**src/rtl/reg_file_sb.sv**
```systemverilog
// Parametrised integer register file with same-cycle write bypass and a
// per-register busy scoreboard that decode uses for hazard stalls.
module reg_file_sb #(
    parameter int unsigned XLEN     = 32,
    parameter int unsigned NREGS    = 32,
    parameter int unsigned AW       = $clog2(NREGS),
    parameter int unsigned ZERO_REG = 1,
    parameter int unsigned BYPASS   = 1
) (
    input  logic            clk,
    input  logic            reset_n,
    input  logic [AW-1:0]   raddr1,
    input  logic [AW-1:0]   raddr2,
    output logic [XLEN-1:0] rdata1,
    output logic [XLEN-1:0] rdata2,
    output logic            busy1,
    output logic            busy2,
    input  logic            reg_wr,
    input  logic [AW-1:0]   waddr,
    input  logic [XLEN-1:0] wdata,
    input  logic            iss_valid,
    input  logic [AW-1:0]   iss_rd,
    input  logic            flush,
    output logic [AW:0]     busy_cnt
);

    logic [XLEN-1:0] mem_q [NREGS];
    logic [XLEN-1:0] mem_d [NREGS];
    logic [NREGS-1:0] busy_q, busy_d;
    logic [AW:0]      busy_cnt_q, busy_cnt_d;
    logic             wr_en;

    assign wr_en = reg_wr && !((ZERO_REG != 0) && (waddr == '0));

    // NOTE: combinational blocks use blocking assignments and start from a full
    // default, so every path assigns every output and no latch is inferred.
    always_comb begin
        mem_d = mem_q;
        if (wr_en) mem_d[waddr] = wdata;
    end

    // Issue outranks a same-cycle writeback: the new producer supersedes the old one.
    always_comb begin
        busy_d     = busy_q;
        busy_cnt_d = '0;
        for (int r = 0; r < int'(NREGS); r++) begin
            if (flush) begin
                busy_d[r] = 1'b0;
            end else if (iss_valid && (iss_rd == AW'(r)) && !((ZERO_REG != 0) && (r == 0))) begin
                busy_d[r] = 1'b1;
            end else if (reg_wr && (waddr == AW'(r))) begin
                busy_d[r] = 1'b0;
            end
            busy_cnt_d = busy_cnt_d + (AW + 1)'(busy_d[r]);
        end
    end

    // NOTE: the storage array is reset on purpose, since a reset must read back as zero
    // immediately; a file without that need would leave memories unreset.
    always_ff @(posedge clk or negedge reset_n) begin
        if (!reset_n) begin
            for (int r = 0; r < int'(NREGS); r++) mem_q[r] <= '0;
            busy_q     <= '0;
            busy_cnt_q <= '0;
        end else begin
            mem_q      <= mem_d;
            busy_q     <= busy_d;
            busy_cnt_q <= busy_cnt_d;
        end
    end

    // Returns {busy, data} for one read port.
    function automatic logic [XLEN:0] read_port(input logic [AW-1:0] ra);
        logic [XLEN-1:0] data;
        logic            bsy;
        data = mem_q[ra];
        bsy  = busy_q[ra];
        if ((ZERO_REG != 0) && (ra == '0)) begin
            data = '0;
            bsy  = 1'b0;
        end else if ((BYPASS != 0) && reg_wr && (waddr == ra)) begin
            data = wdata;
            if (!(iss_valid && (iss_rd == ra))) bsy = 1'b0;
        end
        return {bsy, data};
    endfunction

    logic [XLEN:0] port1, port2;

    always_comb begin
        port1 = '0;
        port2 = '0;
        if (reset_n) begin
            port1 = read_port(raddr1);
            port2 = read_port(raddr2);
        end
    end

    assign rdata1   = port1[XLEN-1:0];
    assign busy1    = port1[XLEN];
    assign rdata2   = port2[XLEN-1:0];
    assign busy2    = port2[XLEN];
    assign busy_cnt = busy_cnt_q;

endmodule

```
**config.mk**
```make
export PLATFORM = sky130hd
export DESIGN_NAME = reg_file_sb
export DESIGN_NICKNAME = d
export VERILOG_FILES = /design/src/rtl/reg_file_sb.sv
export SDC_FILE = /design/constraint.sdc
export NUM_CORES = 2
export LEC_CHECK = 0
export BUFFER_PORTS_ARGS = -buffer_cell sky130_fd_sc_hd__buf_2
export CAP_MARGIN = 10
export CORE_MARGIN = 2
export CORE_UTILIZATION = 45
export DETAILED_ROUTE_END_ITERATION = 6
export GPL_ROUTABILITY_DRIVEN = 0
export PLACE_DENSITY_LB_ADDON = 0.05
export SLEW_MARGIN = 20
export SYNTH_ARGS = -nofsm -noshare
export SYNTH_HDL_FRONTEND = slang
export SYNTH_SLANG_ARGS = --single-unit
```
**constraint.sdc**
```tcl
create_clock -name clk -period 5.64 [get_ports clk]
set_input_delay 0.282 -clock clk [delete_from_list [all_inputs] [get_ports clk]]
set_output_delay 0.282 -clock clk [all_outputs]
set_load 0.02 [all_outputs]
```
Yosys cells after proc, flatten, opt, wreduce, memory -nomap -nowiden
Index checks and enable logic that the tools add are counted.
Widths: inputs -> output; s select.
{"block": "classes", "order_cmp": 6, "n_addsub": 31, "n_eq_ne": 66, "muxes": 120, "n_reduce_logical": 73, "bitwise_logic": 3}
{"operator": "$bwmux 1024", "n": 1}
{"operator": "$bmux 32 s5", "n": 2}
{"operator": "$mux 32", "n": 9}
{"operator": "$demux 32 s5", "n": 1}
{"operator": "$eq 5x5->1 const B", "n": 32}
{"operator": "$add 6x1->6", "n": 26}
{"operator": "$mux 1", "n": 103}
{"operator": "$eq 5x4->1 const B", "n": 16}
{"operator": "$logic_and 1x1->1", "n": 69}
{"operator": "$mux 33", "n": 2}
{"operator": "$eq 5x3->1 const B", "n": 8}
{"operator": "$eq 5x2->1 const B", "n": 4}
{"operator": "$eq 5x5->1", "n": 4}
{"operator": "$ge 6x6->1 const B", "n": 3}
{"operator": "$not 5->6", "n": 3}
{"operator": "$logic_not 5->1", "n": 3}
{"operator": "$lt 5x6->1 const B", "n": 2}
{"operator": "$bmux 1 s5", "n": 2}
{"operator": "$eq 5x1->1 const B", "n": 2}
{"operator": "$add 5x1->6", "n": 1}
{"operator": "$lt 6x1->1 const B", "n": 1}
{"operator": "$add 4x1->5", "n": 1}
{"operator": "$add 3x1->4", "n": 1}
{"operator": "$add 2x1->3", "n": 1}
{"operator": "2 further kinds", "n": 2}
{"block": "word_totals", "wordCells": 333, "in_bits": 57, "ff_bits": 1062}

Depth between registers and ports, before layout
{"block": "logic_depth", "depth_word": 36, "ltp_mapped": 22}

Least setup slack after synthesis
OpenSTA, ideal clock, no wires.
{"block": "synth_timing", "path_kind": "input -> register", "from": "in waddr[2]", "to": "reg busy_cnt_q[4] (netlist: busy_cnt[4])", "setup_time_ps": 123, "slack_ps": 5, "path_stages": 21, "arrival_time_ps": 5513, "cell_sequence": "clkbuf_1 -> nor3b_1 -> nand2_1 -> buf_1 -> a22oi_1 -> nor2_1 -> fa_1 -> inv_1 -> fa_1 -> fa_1 -> fa_1 -> fa_1 -> fa_1 -> inv_1 -> ha_1 -> inv_1 -> fa_1 -> inv_1 -> a21o_1 -> a21oi_1 -> xnor2_1"}
{"block": "synth_via", "word_cells_on_any_way": 190}
{"element": "start, declared", "line_no": "19", "text": "input logic [AW-1:0] waddr,"}
{"element": "$eq 5x3->1", "line_no": "51", "text": "end else if (reg_wr && (waddr == AW'(r))) begin"}
{"element": "$logic_and 1x1->1", "line_no": "51"}
{"element": "$mux 1", "line_no": "51"}
{"element": "$mux 1", "line_no": "49", "text": "end else if (iss_valid && (iss_rd == AW'(r)) && !((ZERO_REG != 0) && (r == 0))) begin"}
{"element": "$mux 1", "line_no": "47", "text": "if (flush) begin"}
{"element": "net busy_d[7]", "line_no": "29", "text": "logic [NREGS-1:0] busy_q, busy_d;"}
{"element": "$add 6x1->6 (25 in series)", "line_no": "54", "text": "busy_cnt_d = busy_cnt_d + (AW + 1)'(busy_d[r]);"}
{"element": "net busy_cnt_d[4]", "line_no": "30", "text": "logic [AW:0] busy_cnt_q, busy_cnt_d;"}
{"element": "end signal, assigned", "line_no": "68", "text": "busy_cnt_q <= busy_cnt_d;"}
{"element": "end, declared", "line_no": "30"}
The timed path passes the listed nets, and every way through them passes these cells.
A chain may end at the register's enable or synchronous reset.

Worst setup path in the final report
{"block": "layout_timing", "from": "reg busy_q[23]", "to": "reg busy_cnt_q[4] (netlist: busy_cnt[4])"}
{"block": "layout_via", "elab_chain_len": 12}
{"element": "start, declared", "line_no": "29"}
{"element": "start signal, assigned", "line_no": "67", "text": "busy_q <= busy_d;"}
{"element": "$mux 1", "line_no": "51"}
{"element": "$mux 1", "line_no": "49"}
{"element": "$mux 1", "line_no": "47"}
{"element": "$add 6x1->6 (9 in series)", "line_no": "54"}
{"element": "net busy_cnt_d[4]", "line_no": "30"}
The timed path passes the listed nets, and every way through them passes these cells.

==> impl_metrics.yaml <==
min_path:
  cell_depth_of_the_worst_min_delay_path: 4
  min_from: "iss_rd[0]"
  min-delay-path-class: "in -> reg"
  worstHoldEndpoint: "busy_q[6]"
floorplanning:
  floorplan.die.width_microns: 362.2
  area_of_the_core_sq_um: 127400
  floorplan.rows: 131
  design.die.area_sq_um: 131200
  io-pin-count: 129
  starting_utilization_of_the_core_area_pct: 45.33
  die_height_microns: 362.2
worst_setup_path:
  rr_startpoint: "busy_q[23]"
  worstSetupPathType: "reg -> reg"
  worst-path-max-fanout: 3
  worst_r2r_endpoint: "busy_cnt[4]"
  cp.arrival_ns: 5.56
  timing.critical_path.from_type: "flop"
  flop_to_flop_setup_slack_ns: 0.70
  worstPathRequired_ns: 6.26
  timing.reg2reg.worst_path_depth: 16
  cp-end-kind: "flop"
clock_tree:
  cts.repair_timing.setup_buffer_count: 0
  worstSkewPairLatency_ns: 0.75
  ctsResizeCount: 0
  clkTransAtPathRegs_ns: 0.06
  ctsHtreeMaxLevel: 3
  count_of_hold_fix_buffers_inserted_at_cts: 1
  clock_sinks: 1062
  tritoncts: "yes"
  number_of_buffers_inserted_during_clock_tree_synthesis: 121
  clock_tree.buffer_depth: 3
  clk_root_buffer_cell: "sky130_fd_sc_hd__clkbuf_16"
timing:
  final_setup_violations: 0
  slew-limit-headroom_pct: 20.70
  achievable_clock_frequency_mhz: 202.4
  final_period_minus_worst_setup_slack_ns: 4.940
  final-max-slew-violation-count: 0
  timing.final.crit_share_pct: 87.60
  max_slew.worst_pin.slew_ns: 1.187
  final.setup.worst_slack_ns: 0.6995
  grt_setup_unrepaired: "false"
  final-hold-violation-count: 0
  finClkSkew_ns: 0.01062
  finalHoldWorstSlack_ns: 0.06411
  setup-tns-final_ns: 0
yosys:
  share_of_the_synthesized_area_in_the_top_cell_type_pct: 46.04
  postSynthNetCount: 3960
  synth.avg_cell_area_sq_um: 14.91
  netlist_top_cells_area: "sky130_fd_sc_hd__dfrtp_1, sky130_fd_sc_hd__mux4_2, sky130_fd_sc_hd__mux2_2"
  netlist-cell-type-count: 54
  synth_most_common_cell: "sky130_fd_sc_hd__dfrtp_1"
  synth-async-reset-ratio_pct: 100.0
  post-synth-top-area-cell: "sky130_fd_sc_hd__dfrtp_1"
  yosys_register_bits: 1062
  synth_edf_count: 0
  seq_area_frac_synth_pct: 46.04
  top_flip_flop_cell_by_instance_count_after_synthesis: "sky130_fd_sc_hd__dfrtp_1"
  yosysWarnings: 0
  synth_area_sq_um: 57720
  synth_cell_count_leaders: "sky130_fd_sc_hd__dfrtp_1, sky130_fd_sc_hd__mux2_2, sky130_fd_sc_hd__mux4_2, sky130_fd_sc_hd__clkbuf_1, sky130_fd_sc_hd__mux2_1"
  syn-instance-count: 3872
power:
  max-vdd-ir-drop_mv: 0.2729
  power.density_nw_per_um2: 350.4
  p_leak_uw: 0.02809
job:
  max_cap_violations: 0
detailed_routing:
  detail_route.iter0.violations: 3346
  wl_met2_mm: 96.09
  drc: 0
  drt.antenna.violating_nets: 0
  detail_route.vias_per_cell: 6.673
  detail_route.wirelength.met1_mm: 83.21
  post_drt_wl_per_cell_microns: 35.84
  postRouteWirelength_mm: 199.9
  first_pass_iters: 6
  highest-signal-layer: "met5"
  routed-wl-met3_mm: 13.02
  dr_total_vias: 37210
cells_and_area:
  drive_gt1_share_pct: 46.87
  final_cells: 5577
  num-nets-final: 3900
  final_design_area_no_fill_sq_um: 64100
  area_growth_pct: 11.04
grt:
  first_pass_grt_wire_length_mm: 291.5
  groute.usage.overall_pct: 30.85
  via_count_of_the_first_global_routing_pass: 40040
  antenna_found_initial: 13
  grt_overflow: 0
  largest_net_degree_at_the_start_of_global_routing: 185
placed_design:
  numPlacedInstances: 5348
  post_dp_cell_area_sq_um: 60030
  preCtsSetupSlack_ns: 0.1137
  dpl.hpwl_mm: 112.7
  place.port_buffers: 128
outcome:
  outcome: "finished, final reports clean"
[registers in the layout (all words and copies together), names as in the netlist]
register / count
mem_q: 1024
busy_q: 32
busy_cnt: 6
[layout by cell type (no fill, tap or decap), types with 16 or more instances in the layout]
cell type	Yosys	layout
sky130_fd_sc_hd__a22o_1	20	20
sky130_fd_sc_hd__mux2i_1	137	137
sky130_fd_sc_hd__nor2_1	36	19
sky130_fd_sc_hd__buf_4	21	107
sky130_fd_sc_hd__a2111oi_0	27	27
sky130_fd_sc_hd__buf_2	98	119
sky130_fd_sc_hd__a21o_1	21	21
sky130_fd_sc_hd__a221oi_1	39	39
sky130_fd_sc_hd__o31ai_1	38	38
sky130_fd_sc_hd__fa_1	24	24
sky130_fd_sc_hd__clkbuf_8	0	36
sky130_fd_sc_hd__inv_1	47	46
sky130_fd_sc_hd__mux2_1	223	223
sky130_fd_sc_hd__dfrtp_1	1062	1062
sky130_fd_sc_hd__clkbuf_1	250	31
sky130_fd_sc_hd__clkinv_2	0	24
sky130_fd_sc_hd__o21ai_0	26	26
sky130_fd_sc_hd__xor2_1	16	16
sky130_fd_sc_hd__a22oi_1	33	33
sky130_fd_sc_hd__o221ai_1	21	21
sky130_fd_sc_hd__mux4_2	511	511
sky130_fd_sc_hd__buf_12	0	16
sky130_fd_sc_hd__o22ai_1	28	28
sky130_fd_sc_hd__nand2_1	152	136
sky130_fd_sc_hd__clkbuf_16	0	121
sky130_fd_sc_hd__nor2_4	0	17
sky130_fd_sc_hd__mux2_2	834	834
[routing by layer]
metal  track usage (%)  vias up
met5                 0        -
met4             10.43        4
met3             5.464      417
met2             50.03     1455
met1             42.13    20520
li1                  -    14820
[where the power goes]
part | internal [uW] | switching (uW) | leakage (uW)
sequential | 9030 | 1020 | 0.0137
clock | 4630 | 3330 | 0.00199
combinational | 2600 | 1850 | 0.0124
[how the worst max path moves through the flow]
stage | start | depth (start not counted) | to
2_1_floorplan | waddr[2] | 21 | busy_cnt[4]
3_3_place_gp | waddr[1] | 20 | busy_cnt[4]
3_5_place_dp | waddr[1] | 20 | busy_cnt[4]
4_1_cts | busy_q[23] | 16 | busy_cnt[4]
5_1_grt | busy_q[23] | 16 | busy_cnt[4]
6_report | busy_q[23] | 16 | busy_cnt[4]
[area by class of cell]
type / count / area, sq um
flip-flops and latches: 1062 / 26580
clock buffers: 188 / 3640
fillers: 10600 / 63260
well taps: 1662 / 2079
repair buffers: 255 / 1932
clock inverters: 36 / 356.6
inverters: 47 / 176.4
diodes: 2 / 5.005
multi-input cells: 2325 / 29330
[worst max-delay path, cell delays in order, from the launching register on]
cell and delay [ns]:
sky130_fd_sc_hd__dfrtp_1 0.37, sky130_fd_sc_hd__o21ai_0 0.10, sky130_fd_sc_hd__a21o_1 0.23, sky130_fd_sc_hd__fa_1 0.50, sky130_fd_sc_hd__fa_1 0.56, sky130_fd_sc_hd__fa_1 0.47
sky130_fd_sc_hd__fa_1 0.59, sky130_fd_sc_hd__fa_1 0.44, sky130_fd_sc_hd__fa_1 0.45, sky130_fd_sc_hd__inv_1 0.07, sky130_fd_sc_hd__ha_1 0.16, sky130_fd_sc_hd__inv_1 0.07
sky130_fd_sc_hd__fa_1 0.46, sky130_fd_sc_hd__inv_1 0.07, sky130_fd_sc_hd__a21o_1 0.10, sky130_fd_sc_hd__a21oi_1 0.07, sky130_fd_sc_hd__xnor2_1 0.12
[stage by stage]
stage	power (uW)	util, %
2_1_floorplan	13150	-
3_3_place_gp	14300	47.09
3_5_place_dp	14610	47.13
4_1_cts	22600	50.28
5_1_grt	23400	50.33
6_report	22460	50.33
[logic make-up after synthesis]
group	Yosys count	synth area share (%)
multiplexers	1705	42.93
flip-flops	1062	46.04
buffers and inverters	485	3.646
AO/OA/AOI/OAI	308	4.045
AND/OR/NAND/NOR	258	2.005
adder cells (fa/ha/maj)	31	0.9841
XOR/XNOR	23	0.3490
(Power assumes the default switching activity.)
